File: src/rtl/pat_scan.sv
// pat_scan: byte-streaming bit-pattern counter.
// Reads len bytes starting at base_addr, one per cycle. For a PW-bit pattern it
// counts in-byte matches, bytes holding a match, and matches over the whole
// MSB-first bit stream, including windows that straddle byte boundaries.
module pat_scan #(
  parameter int PW = 5,
  parameter int AW = 8,
  parameter int CW = 16
) (
  input  logic          clk,
  input  logic          reset,
  input  logic          start,
  input  logic [PW-1:0] pat,
  input  logic [AW-1:0] base_addr,
  input  logic [AW:0]   len,
  input  logic          nonovl,
  output logic          mem_rd,
  output logic [AW-1:0] mem_addr,
  input  logic [7:0]    mem_rdata,
  output logic          busy,
  output logic          done,
  output logic [CW-1:0] cnt_inbyte,
  output logic [CW-1:0] cnt_bytes,
  output logic [CW-1:0] cnt_stream
);

  typedef enum logic [1:0] {
    S_IDLE  = 2'd0,
    S_READ  = 2'd1,
    S_DRAIN = 2'd2,
    S_DONE  = 2'd3
  } state_t;

  // Per-byte result: in-byte count, any-match flag, stream count, and the
  // stream suppression count handed to the next byte.
  typedef struct packed {
    logic [3:0] inb;
    logic       any;
    logic [3:0] str;
    logic [3:0] skip;
  } byte_res_t;

  localparam logic [3:0]  SKIP_RELOAD = 4'(PW - 1);
  localparam logic [AW:0] LEN_ONE     = {{AW{1'b0}}, 1'b1};
  localparam logic [AW-1:0] ADDR_ONE  = {{(AW-1){1'b0}}, 1'b1};

  // Evaluates the 8 stream windows that end inside cur. Window q starts q bits
  // into the 16-bit {prev, cur} view shifted so its MSB lands at bit 7-q+PW-1;
  // only the low PW-1 bits of prev ever reach a window. Windows with
  // q >= PW-1 are exactly the in-byte windows, in MSB-first order.
  function automatic byte_res_t scan_byte(
    input logic [7:0]    prev,
    input logic [7:0]    cur,
    input logic [PW-1:0] p,
    input logic          greedy,
    input logic          first,
    input logic [3:0]    skip_in
  );
    logic [15:0] ext;
    logic [15:0] sh;
    logic        hit;
    logic        in_win;
    logic [3:0]  sk_s;
    logic [3:0]  sk_i;
    byte_res_t   r;
    ext  = {prev, cur};
    r    = '0;
    sk_s = skip_in;
    sk_i = 4'd0;
    for (int q = 0; q < 8; q++) begin
      sh     = ext >> (7 - q);
      hit    = (sh[PW-1:0] == p);
      in_win = (q >= PW - 1);
      if (!first || in_win) begin
        if (greedy && (sk_s != 4'd0)) begin
          sk_s = sk_s - 4'd1;
        end else if (hit) begin
          r.str = r.str + 4'd1;
          sk_s  = greedy ? SKIP_RELOAD : 4'd0;
        end else begin
          sk_s = sk_s;
        end
      end else begin
        sk_s = sk_s;
      end
      if (in_win) begin
        r.any = r.any | hit;
        if (greedy && (sk_i != 4'd0)) begin
          sk_i = sk_i - 4'd1;
        end else if (hit) begin
          r.inb = r.inb + 4'd1;
          sk_i  = greedy ? SKIP_RELOAD : 4'd0;
        end else begin
          sk_i = sk_i;
        end
      end else begin
        sk_i = sk_i;
      end
    end
    r.skip = sk_s;
    return r;
  endfunction

  // Saturating accumulate: sticks at all-ones instead of wrapping.
  function automatic logic [CW-1:0] sat_add(input logic [CW-1:0] a, input logic [3:0] b);
    logic [CW:0] s;
    s = {1'b0, a} + {{(CW-3){1'b0}}, b};
    if (s[CW]) begin
      return {CW{1'b1}};
    end else begin
      return s[CW-1:0];
    end
  endfunction

  state_t        state_r;
  logic [AW:0]   rem_r;      // reads still to issue after the current one
  logic          valid_r;    // mem_rdata carries a byte this cycle
  logic          first_r;    // the arriving byte is byte 0
  logic [7:0]    carry_r;    // previous byte; its low PW-1 bits feed crossing windows
  logic [3:0]    skip_r;     // greedy stream suppression carried across bytes
  logic [PW-1:0] pat_r;
  logic          nonovl_r;
  byte_res_t     res_s;

  // Score the byte currently on mem_rdata.
  always_comb begin
    res_s = scan_byte(carry_r, mem_rdata, pat_r, nonovl_r, first_r, skip_r);
  end

  // Control FSM, read issue and pipelined accumulation; all outputs registered.
  always_ff @(posedge clk) begin
    if (!reset) begin
      state_r    <= S_IDLE;
      rem_r      <= '0;
      valid_r    <= 1'b0;
      first_r    <= 1'b0;
      carry_r    <= 8'd0;
      skip_r     <= 4'd0;
      pat_r      <= '0;
      nonovl_r   <= 1'b0;
      mem_rd     <= 1'b0;
      mem_addr   <= '0;
      busy       <= 1'b0;
      done       <= 1'b0;
      cnt_inbyte <= '0;
      cnt_bytes  <= '0;
      cnt_stream <= '0;
    end else begin
      valid_r <= mem_rd;
      if (valid_r) begin
        cnt_inbyte <= sat_add(cnt_inbyte, res_s.inb);
        cnt_bytes  <= sat_add(cnt_bytes, {3'd0, res_s.any});
        cnt_stream <= sat_add(cnt_stream, res_s.str);
        skip_r     <= res_s.skip;
        carry_r    <= mem_rdata;
        first_r    <= 1'b0;
      end else begin
        skip_r <= skip_r;
      end
      case (state_r)
        S_IDLE: begin
          done <= 1'b0;
          if (start) begin
            pat_r      <= pat;
            nonovl_r   <= nonovl;
            cnt_inbyte <= '0;
            cnt_bytes  <= '0;
            cnt_stream <= '0;
            skip_r     <= 4'd0;
            carry_r    <= 8'd0;
            first_r    <= 1'b1;
            busy       <= 1'b1;
            mem_addr   <= base_addr;
            if (len != '0) begin
              state_r <= S_READ;
              mem_rd  <= 1'b1;
              rem_r   <= len - LEN_ONE;
            end else begin
              state_r <= S_DONE;
              done    <= 1'b1;
            end
          end else begin
            busy <= 1'b0;
          end
        end
        S_READ: begin
          if (rem_r == '0) begin
            mem_rd  <= 1'b0;
            state_r <= S_DRAIN;
          end else begin
            rem_r    <= rem_r - LEN_ONE;
            mem_addr <= mem_addr + ADDR_ONE;
          end
        end
        S_DRAIN: begin
          state_r <= S_DONE;
          done    <= 1'b1;
        end
        S_DONE: begin
          done    <= 1'b0;
          busy    <= 1'b0;
          state_r <= S_IDLE;
        end
        default: begin
          state_r <= S_IDLE;
          mem_rd  <= 1'b0;
          busy    <= 1'b0;
          done    <= 1'b0;
        end
      endcase
    end
  end

endmodule

File: config.mk
export PLATFORM = sky130hd
export DESIGN_NAME = pat_scan
export DESIGN_NICKNAME = d
export VERILOG_FILES = /design/src/rtl/pat_scan.sv
export SDC_FILE = /design/constraint.sdc
export NUM_CORES = 1
export LEC_CHECK = 0
export ABC_AREA = 1
export BUFFER_PORTS_ARGS = -buffer_cell sky130_fd_sc_hd__buf_2
export CAP_MARGIN = 40
export CELL_PAD_IN_SITES_DETAIL_PLACEMENT = 1
export CELL_PAD_IN_SITES_GLOBAL_PLACEMENT = 1
export CORE_ASPECT_RATIO = 0.75
export CORE_MARGIN = 4
export CORE_UTILIZATION = 37
export DETAILED_ROUTE_END_ITERATION = 8
export GPL_TIMING_DRIVEN = 0
export PLACE_DENSITY = 0.87
export SYNTH_ARGS = -nofsm -noshare
export SYNTH_HDL_FRONTEND = slang
export SYNTH_SLANG_ARGS = --single-unit
export TNS_END_PERCENT = 20
File: constraint.sdc
create_clock -name clk -period 8.9 [get_ports clk]
set_input_delay 0.89 -clock clk [delete_from_list [all_inputs] [get_ports clk]]
set_output_delay 0.89 -clock clk [all_outputs]
set_load 0.005 [all_outputs]
==> results.py, run 1 <==
metrics = {
    "cells_and_area": {
        "fin_nets": 1407,
        "layout_commonest_cell": "nand2_1",
        "design_area_um2": 9210,
        "drive_gt1_frac": 0.230,
        "multi_input_area_um2": 5160,
        "fillers": 2612,
        "syn_to_final_growth_pct": 25.8,
        "layout_common_cells": "nand2_1 (235), inv_1 (150), nor2_1 (126), buf_2 (93), dfxtp_1 (85)",
        "seqCellArea_um2": 1720,
    },
    "route": {
        "via_per_inst": 5.45,
        "wl_met1_um": 12500,
        "drt-initial-drc-count": 520,
        "dr.pass1.iters": 5,
        "ant_nets": 0,
        "dr_wl_met2_um": 13300,
        "wl_per_cell_um": 17.5,
        "met3WireLength_um": 1260,
        "drc": 0,
        "drt-total-wl_um": 27900,
        "top_layer": "met5",
        "dr_total_vias": 8680,
    },
    "power": {
        "p_switching_w": 0.00217,
        "worst_ir_drop_vdd_mv": 0.221,
        "p_int_w": 0.00189,
        "sw_frac_of_total": 0.534,
        "combPwrFrac": 0.781,
        "power.density_nw_per_um2": 441,
        "p_leak_nw": 4.47,
        "p_seq_frac": 0.123,
        "p_clk_frac": 0.096,
        "power_w": 0.00406,
    },
    "placement": {
        "dpl-instance-area_um2": 8080,
        "pre_cts_ws_ns": -1.41,
        "portBuffers": 89,
        "routabilityCongestion": 0.846,
        "place_hpwl_um": 18300,
    },
    "clock_tree": {
        "clk_latency_ns": 0.35,
        "cts_sinks": 86,
        "cts_max_level": 3,
        "clk_pin_slew_ns": 0.06,
        "clk_path_buf_depth": 2,
        "cts_tree": "built",
        "postCtsHoldBufs": 0,
        "cts_buffers": 9,
        "cts_root_buf": "clkbuf_16",
    },
    "floorplanning": {
        "die_area_um2": 22100,
        "start_util": 0.378,
        "core_um2": 19400,
        "ioPinCount": 93,
        "die_w_um": 170,
        "dieHeight_um": 130,
        "num_rows": 44,
    },
    "worst_setup_path": {
        "crit_path_top_delay_cell": "a211oi_2",
        "critPathRequiredTime_ns": 9.11,
        "cpMostUsedCell": "buf_4",
        "critical_path_class": "primary input to flip-flop",
        "cp-end-kind": "flip-flop",
        "cp-start-kind": "primary input",
        "arrival_ns": 9.23,
        "critPathMaxFanout": 6,
        "cpPeakStageDelay_ns": 0.28,
    },
    "sta": {
        "hold_viol": 0,
        "tightest_slew_ns": 0.770,
        "setup_ws_ns": -0.120,
        "fin_crit_ns": 9.02,
        "rsz0062_at_grt": "yes",
        "clock.fmax_mhz": 111,
        "slew_headroom": 0.481,
        "setup_viol": 6,
        "slew_viol_final": 0,
        "fin_crit_sh": 1.01,
        "skew_ns": 0.00577,
    },
    "logic_synthesis": {
        "synthFlopType": "dfxtp_1",
        "synth_cells": 1179,
        "yosys_warnings": 0,
        "ys_types": 51,
        "syn_area_um2": 7320,
        "synth_nets": 1251,
        "synth_enable_flop_cells": 0,
        "async_flop_share": 0,
        "avgSynthCellArea_um2": 6.21,
        "synth_seq_area_share": 0.235,
        "ys_ff_latch": 86,
    },
    "outcome": {
        "status": "finished with violations",
        "violations": "negative setup slack",
    },
    "min_path": {
        "hold_path.class": "flip-flop to flip-flop",
    },
    "grt": {
        "grt_pass1_vias": 8498,
        "antenna_found_initial": 3,
        "grt_pass1_wl_um": 41000,
        "grt_usage": 0.223,
        "grt-ovfl-total": 0,
        "grt_start_max_net_pins": 14,
    },
    "job": {
        "drv_cap": 0,
    },
}
-- final timing paths --
| check | endpoint | cells past startpoint | start | slack (ns) |
|---|---|---|---|---|
| hold reg to reg | busy | 2 | busy | 0.46 |
| setup / recovery | cnt_stream[4] | 67 | mem_rdata[7] | -0.12 |
| setup reg to reg | cnt_stream[4] | 67 | carry_r[0] | -0.05 |
| hold / removal | busy | 2 | busy | 0.46 |
-- what timing repair did --
item                       CTS  global route
setup endpoints to repair   16            16
gates resized for setup     31            71
pin swaps                   13            39
setup buffers               17            39
cloned                       0             0
-- cell usage after synthesis, types with 2 or more instances --
cell / instances / area [um2]
clkinv_1: 6 / 22.5
nor3b_1: 2 / 15.0
nand2_2: 20 / 125
xnor2_1: 16 / 140
nand2_1: 252 / 946
nand3_1: 85 / 425
buf_4: 6 / 45.0
nor2_2: 7 / 43.8
a21oi_2: 3 / 26.3
inv_1: 159 / 597
nand3_2: 9 / 90.1
o21ai_1: 7 / 35.0
xor2_1: 29 / 254
nor2_1: 136 / 510
clkbuf_1: 22 / 82.6
mux2i_1: 6 / 60.1
nand3b_1: 9 / 67.6
ha_1: 36 / 450
a21oi_1: 73 / 365
a211oi_1: 4 / 30.0
nor4_1: 6 / 37.5
dfxtp_1: 86 / 1720
fa_1: 2 / 40.0
nor3_1: 21 / 105
or3_1: 2 / 12.5
o31ai_1: 2 / 15.0
nor2_4: 2 / 22.5
a31oi_1: 19 / 119
o22ai_1: 3 / 18.8
o211ai_1: 2 / 15.0
nand4_1: 14 / 87.6
a221oi_1: 4 / 35.0
buf_2: 5 / 25.0
or2_2: 8 / 50.1
nand2_4: 8 / 90.1
o21ai_0: 83 / 415
inv_2: 11 / 41.3
-- flip-flops by register name, summed over array words and instances, names as in the netlist --
register    count
valid_r         1
rem_r           9
mem_addr        8
busy            1
mem_rd          1
state_r         2
cnt_stream     16
first_r         1
pat_r           5
cnt_inbyte     16
carry_r         4
skip_r          4
nonovl_r        1
cnt_bytes      16
done            1
-- routing by layer --
metal,track usage,vias up
met1,0.294,4203
li1,-,4144
met5,0,-
met2,0.380,257
met4,0.0653,4
met3,0.0366,72
-- final cells by class --
| type | count | area share |
|---|---|---|
| buffer | 34 | 0.0170 |
| antenna | 1 | 0.000272 |
| inverter | 177 | 0.0727 |
| multi-input combinational | 882 | 0.561 |
| tap | 253 | 0.0344 |
| sequential | 86 | 0.187 |
| timing repair buffer | 145 | 0.0964 |
| clock buffer | 12 | 0.0268 |
| clock inverter | 3 | 0.00475 |
-- power groups by stage --
stage	combinational, W	sequential, W	clock, W
final	0.00317	0.000500	0.000388
after global routing	0.00343	0.000508	0.000410
after CTS	0.00233	0.000498	0.000392
after detailed placement	0.00219	0.000505	0
after global placement	0.00208	0.000502	0
after floorplan	0.00170	0.000495	0
-- through the flow --
| step | instances | util | hold WS (ns) | setup TNS, ns |
|---|---|---|---|---|
| 2_1_floorplan | 1179 | - | 0.435 | 0 |
| 3_3_place_gp | 1521 | 0.417 | 0.446 | -11.96 |
| 3_5_place_dp | 1521 | 0.417 | 0.455 | -17.37 |
| 4_1_cts | 1553 | 0.445 | 0.469 | 0 |
| 5_1_grt | 1593 | 0.475 | 0.495 | -4.32 |
| 6_report | 1593 | 0.475 | 0.465 | -0.190 |
-- logic make-up after synthesis --
| kind of cell | count (synthesis) | synth area share |
|---|---|---|
| muxes | 6 | 0.00820 |
| buffers and inverters | 211 | 0.112 |
| xor gates and xnor gates | 45 | 0.0538 |
| adders and majority gates | 38 | 0.0670 |
| and+or+nand+nor | 585 | 0.364 |
| DFF | 86 | 0.235 |
| AOI/OAI and AO/OA | 208 | 0.160 |
-- worst max-delay path, delay by kind of cell --
| kind | cells | cell delay (ns) |
|---|---|---|
| AND/OR/NAND/NOR | 37 | 3.73 |
| buffers and inverters | 15 | 1.72 |
| AO/OA/AOI/OAI | 8 | 1.47 |
| adder cells (fa/ha/maj) | 6 | 1.24 |
| XOR/XNOR | 1 | 0.16 |
Note: power is estimated with default switching activity, not from simulation.
==> run 2: changes to the inputs <==
CAP_MARGIN = not set   (was 40)
CORE_UTILIZATION = 41   (was 37)
PLACE_DENSITY = 0.91   (was 0.87)
clock period = 9.3 ns   (was 8.9 ns; I/O delays follow)
==> run 2 against run 1 <==
The flow now finishes without violations. Combinational power shrank 15%. Sequential share of layout area up 0.45 points. Die area down 9.2%. Non-clock buffer count decreased by 21. Core utilization rose by 3.6 points. Hold slack lost 0.00085 ns. Largest cell class unchanged. Wire length fell by 0.75%. Sequential power shrank 4.4%. Final cell count decreased by 1.9%. Via count is 0.74% lower. Setup slack improved by 0.16 ns. Design area decreased by 2.3%.
==> results.py, run 2 (synthesis gave the netlist of run 1 again) <==
metrics = {
    "floorplanning": {
        "die_w_um": 162,
        "ioPinCount": 93,
        "num_rows": 42,
        "dieHeight_um": 124,
        "start_util": 0.416,
        "die_area_um2": 20100,
        "core_um2": 17600,
    },
    "route": {
        "top_layer": "met5",
        "dr.pass1.iters": 6,
        "drc": 0,
        "met3WireLength_um": 1670,
        "drt-total-wl_um": 27700,
        "dr_wl_met2_um": 13700,
        "wl_met1_um": 11700,
        "dr_total_vias": 8616,
        "wl_per_cell_um": 17.7,
        "drt-initial-drc-count": 509,
        "ant_nets": 0,
        "via_per_inst": 5.51,
    },
    "worst_setup_path": {
        "crit_start": "mem_rdata[7]",
        "reg2reg_slack_ns": 0.10,
        "critPathRequiredTime_ns": 9.56,
        "arrival_ns": 9.52,
        "cp-start-kind": "primary input",
        "cp-end-kind": "flip-flop",
        "critPathMaxFanout": 8,
        "rr_startpoint": "skip_r[0]",
        "reg2reg_to": "cnt_stream[13]",
        "crit_path_top_delay_cell": "ha_4",
        "r2r_cells": 72,
        "cpPeakStageDelay_ns": 0.29,
        "crit_end": "cnt_stream[13]",
        "critical_path_class": "primary input to flip-flop",
    },
    "clock_tree": {
        "cts_buffers": 9,
        "postCtsHoldBufs": 0,
        "cts_tree": "built",
        "clk_latency_ns": 0.36,
        "clk_path_buf_depth": 2,
        "cts_sinks": 86,
        "clk_pin_slew_ns": 0.07,
        "cts_max_level": 3,
        "cts_root_buf": "clkbuf_16",
    },
    "sta": {
        "tightest_slew_ns": 0.692,
        "fin_crit_ns": 9.26,
        "slew_headroom": 0.534,
        "skew_ns": 0.00967,
        "clock.fmax_mhz": 108,
        "slew_viol_final": 0,
        "fin_crit_sh": 0.996,
        "hold_viol": 0,
        "tns_ns": 0,
        "setup_viol": 0,
    },
    "job": {
        "drv_cap": 0,
    },
    "power": {
        "combPwrFrac": 0.745,
        "power.density_nw_per_um2": 401,
        "power_w": 0.00360,
        "sw_frac_of_total": 0.541,
        "p_clk_frac": 0.122,
        "p_seq_frac": 0.133,
        "p_switching_w": 0.00195,
        "p_leak_nw": 4.38,
        "worst_ir_drop_vdd_mv": 0.236,
        "p_int_w": 0.00165,
    },
    "cells_and_area": {
        "layout_commonest_cell": "nand2_1",
        "top_regs": "cnt_bytes: 16 flops, cnt_inbyte: 16 flops, cnt_stream: 16 flops",
        "drive_gt1_frac": 0.211,
        "fin_nets": 1386,
        "syn_to_final_growth_pct": 22.9,
        "layout_common_cells": "nand2_1 (239), inv_1 (154), nor2_1 (127), buf_2 (93), dfxtp_1 (85)",
    },
    "grt": {
        "grt_pass1_vias": 8439,
        "grt_usage": 0.245,
        "antenna_found_initial": 3,
        "grt-ovfl-total": 0,
        "grt_pass1_wl_um": 40600,
        "grt_start_max_net_pins": 17,
    },
    "outcome": {
        "status": "complete, no violations",
    },
    "placement": {
        "routabilityCongestion": 0.854,
        "place_hpwl_um": 18500,
        "portBuffers": 89,
    },
    "min_path": {
        "hold_path.class": "flip-flop to flip-flop",
    },
}
run 2: cell count changes in the layout (fill, tap and decap cells not counted), moves of 4 or more:
cell,previous run,this run
buf_4,60,40
inv_1,150,154
inv_2,19,15
nand2_1,235,239
nor2_4,11,7
run 2: metrics by stage:
| step | cells | utilization | setup slack (ns) | hold WS [ns] | area (um2) |
|---|---|---|---|---|---|
| floorplan | 1179 | - | 0.853 | 0.435 | 7320 |
| global placement | 1510 | 0.458 | -0.609 | 0.448 | 8070 |
| detailed placement | 1510 | 0.458 | -1.02 | 0.446 | 8070 |
| CTS | 1533 | 0.483 | 0.00116 | 0.466 | 8500 |
| global route | 1562 | 0.511 | -0.516 | 0.499 | 8990 |
| finish | 1563 | 0.511 | 0.0403 | 0.464 | 9000 |
run 2: layout make-up:
type                    count  area [um2]
diodes                      2        5.00
fillers                  2465        8610
clock buffers               9         225
inverters                 177         669
plain buffers              34         156
well taps                 242         303
multi-input cells         882        5070
clock inverters             7         129
repair buffers            124         714
flip-flops and latches     86        1720
run 2: critical path, delay by kind of cell:
kind                       cells  cell delay (ns)
buffers and inverters          9             0.68
AOI/OAI and AO/OA              8             1.10
and+or+nand+nor               45             5.15
adders and majority gates      8             1.60
run 2: metal layers:
metal | vias up | global-route usage
li1 | 4105 | -
met1 | 4149 | 0.318
met2 | 285 | 0.427
met3 | 73 | 0.0457
met4 | 4 | 0.0560
met5 | - | 0
run 2: worst min path at each step:
stage / start / end / slack, ns / depth (start not counted)
finish: busy / busy / 0.46 / 2
global route: busy / busy / 0.50 / 2
CTS: busy / busy / 0.47 / 2
detailed placement: busy / busy / 0.45 / 2
global placement: busy / busy / 0.45 / 2
floorplan: mem_rd / valid_r / 0.44 / 2
run 2: what timing repair did:
action | 4_1_cts | 5_1_grt
resized for setup | 8 | 74
pin swaps | 4 | 27
endpoints found under the setup margin | 12 | 16
buffers inserted | 7 | 28
run 2: power groups by stage:
| stage | clock network [W] | registers, W | logic, W |
|---|---|---|---|
| after CTS | 0.000445 | 0.000476 | 0.00214 |
| after global placement | 0 | 0.000481 | 0.00198 |
| after global routing | 0.000459 | 0.000486 | 0.00294 |
| after detailed placement | 0 | 0.000483 | 0.00210 |
| after floorplan | 0 | 0.000474 | 0.00163 |
| final | 0.000440 | 0.000478 | 0.00268 |
==> run 3: changes to the inputs <==
GPL_TIMING_DRIVEN = not set   (was 0)
PLACE_DENSITY = 0.92   (was 0.91)
==> run 3 against run 2 <==
The flow now finishes with violations (negative setup slack). Critical path depth fell by 1. Clock skew increased by 0.0023 ns. First-iteration DRC count up 32%. Sequential share of layout area up 0.26 points. Power increased by 0.60%. Core utilization fell by 0.64 points. Critical path type unchanged. Critical endpoint unchanged. Highest routed layer unchanged.
==> results.py, run 3 (synthesis gave the netlist of run 1 again) <==
metrics = {
    "sta": {
        "skew_ns": 0.0120,
        "slew_viol_final": 0,
        "fin_crit_ns": 9.39,
        "setup_viol": 2,
        "setup_ws_ns": -0.0942,
        "tightest_slew_ns": 0.671,
        "tns_ns": -0.0967,
        "slew_headroom": 0.548,
        "clock.fmax_mhz": 106,
        "fin_crit_sh": 1.01,
        "hold_viol": 0,
    },
    "clock_tree": {
        "cts_max_level": 3,
        "cts_root_buf": "clkbuf_16",
        "clk_pin_slew_ns": 0.07,
        "cts_sinks": 86,
        "clk_latency_ns": 0.36,
        "cts_buffers": 9,
        "cts_tree": "built",
        "clk_path_buf_depth": 2,
    },
    "cells_and_area": {
        "multi_input_area_um2": 5070,
        "drive_gt1_frac": 0.216,
        "top_regs": "cnt_bytes: 16 flops, cnt_inbyte: 16 flops, cnt_stream: 16 flops",
        "layout_common_cells": "nand2_1 (243), inv_1 (155), nor2_1 (126), buf_2 (91), dfxtp_1 (84)",
        "seqCellArea_um2": 1720,
        "layout_commonest_cell": "nand2_1",
        "fin_nets": 1367,
        "fillers": 2405,
        "syn_to_final_growth_pct": 21.3,
        "stdcell_count": 1542,
    },
    "placement": {
        "pre_cts_ws_ns": -0.421,
        "place_hpwl_um": 17800,
        "dp.cells": 1496,
        "routabilityCongestion": 0.856,
        "portBuffers": 92,
    },
    "power": {
        "worst_ir_drop_vdd_mv": 0.223,
        "power.density_nw_per_um2": 408,
        "p_leak_nw": 4.34,
    },
    "worst_setup_path": {
        "cp-end-kind": "flip-flop",
        "critical_path_class": "primary input to flip-flop",
        "cpMostUsedCell": "nand2_1",
        "crit_family": "simple AND/OR/NAND/NOR gates",
        "critPathRequiredTime_ns": 9.56,
        "crit_buf_inv": 8,
        "cpPeakStageDelay_ns": 0.28,
        "cp-start-kind": "primary input",
        "critPathMaxFanout": 9,
        "crit_path_top_delay_cell": "ha_4",
        "arrival_ns": 9.65,
        "reg2reg_slack_ns": -0.06,
    },
    "grt": {
        "grt-ovfl-total": 0,
        "grt_usage": 0.252,
        "antenna_found_initial": 2,
        "grt_pass1_vias": 8430,
        "grt_pass1_wl_um": 41800,
        "grt_start_max_net_pins": 38,
    },
    "floorplanning": {
        "num_rows": 42,
        "core_um2": 17600,
        "die_area_um2": 20100,
        "start_util": 0.416,
        "die_w_um": 162,
        "dieHeight_um": 124,
        "ioPinCount": 93,
    },
    "min_path": {
        "hold_path.class": "flip-flop to flip-flop",
    },
    "route": {
        "via_per_inst": 5.72,
        "dr.pass1.iters": 6,
        "dr_total_vias": 8823,
        "drt-initial-drc-count": 673,
        "wl_per_cell_um": 19.4,
        "ant_nets": 0,
        "drc": 0,
        "drt-total-wl_um": 29900,
    },
    "outcome": {
        "status": "finished with violations",
        "violations": "negative setup slack",
    },
    "job": {
        "drv_cap": 0,
    },
}
==> run 3: metal layers <==
metal	vias up	wire, um	global-route usage
li1	4058	-	-
met1	4271	12300	0.325
met2	389	14500	0.428
met3	103	1940	0.0443
met4	2	1190	0.0877
met5	-	13	0
==> run 3: worst paths after layout <==
check,startpoint,end,cells past startpoint
max,mem_rdata[7],cnt_stream[13],69
max reg2reg,skip_r[0],cnt_stream[13],70
min reg2reg,rem_r[6],rem_r[6],2
min,rem_r[6],rem_r[6],2
==> run 3: worst reg2reg max path: cells and delay by family (launching register included) <==
kind            cells  cell delay, ns
buf+inv            11            0.87
compound gates      5            0.73
simple gates       45            5.32
fa+ha+maj           9            1.94
flops               1            0.36
==> run 3: stage by stage <==
stage / instance area [um2] / power [W] / utilization / hold WS [ns]
final: 8880 / 0.00362 / 0.505 / 0.490
after detailed placement: 8060 / 0.00259 / 0.458 / 0.475
after CTS: 8430 / 0.00308 / 0.479 / 0.493
after floorplan: 7320 / 0.00211 / - / 0.435
after global placement: 8060 / 0.00249 / 0.458 / 0.446
after global routing: 8880 / 0.00388 / 0.505 / 0.528
==> run 3: timing repair <==
item / 4_1_cts / 5_1_grt
setup buffers: 6 / 24
pin swaps: 5 / 29
setup endpoints to repair: 12 / 16
gates resized for setup: 12 / 66
hold buffers: 0 / 0
hold endpoints to repair: 0 / 0
==> run 3: area by class of cell <==
type / count / share of cell area
Clock buffer: 10 / 0.0269
Clock inverter: 5 / 0.00648
Tap cell: 242 / 0.0341
Multi-Input combinational cell: 882 / 0.571
Inverter: 177 / 0.0751
Antenna cell: 1 / 0.000282
Timing Repair Buffer: 139 / 0.0923
Sequential cell: 86 / 0.194
==> run 3: report_power, final <==
part	switching, W	total, W	leakage [nW]	internal [W]
registers	0.0000649	0.000494	0.701	0.000429
logic	0.00180	0.00274	3.49	0.000943
clock network	0.000172	0.000388	0.149	0.000216
total	0.00204	0.00362	4.34	0.00159
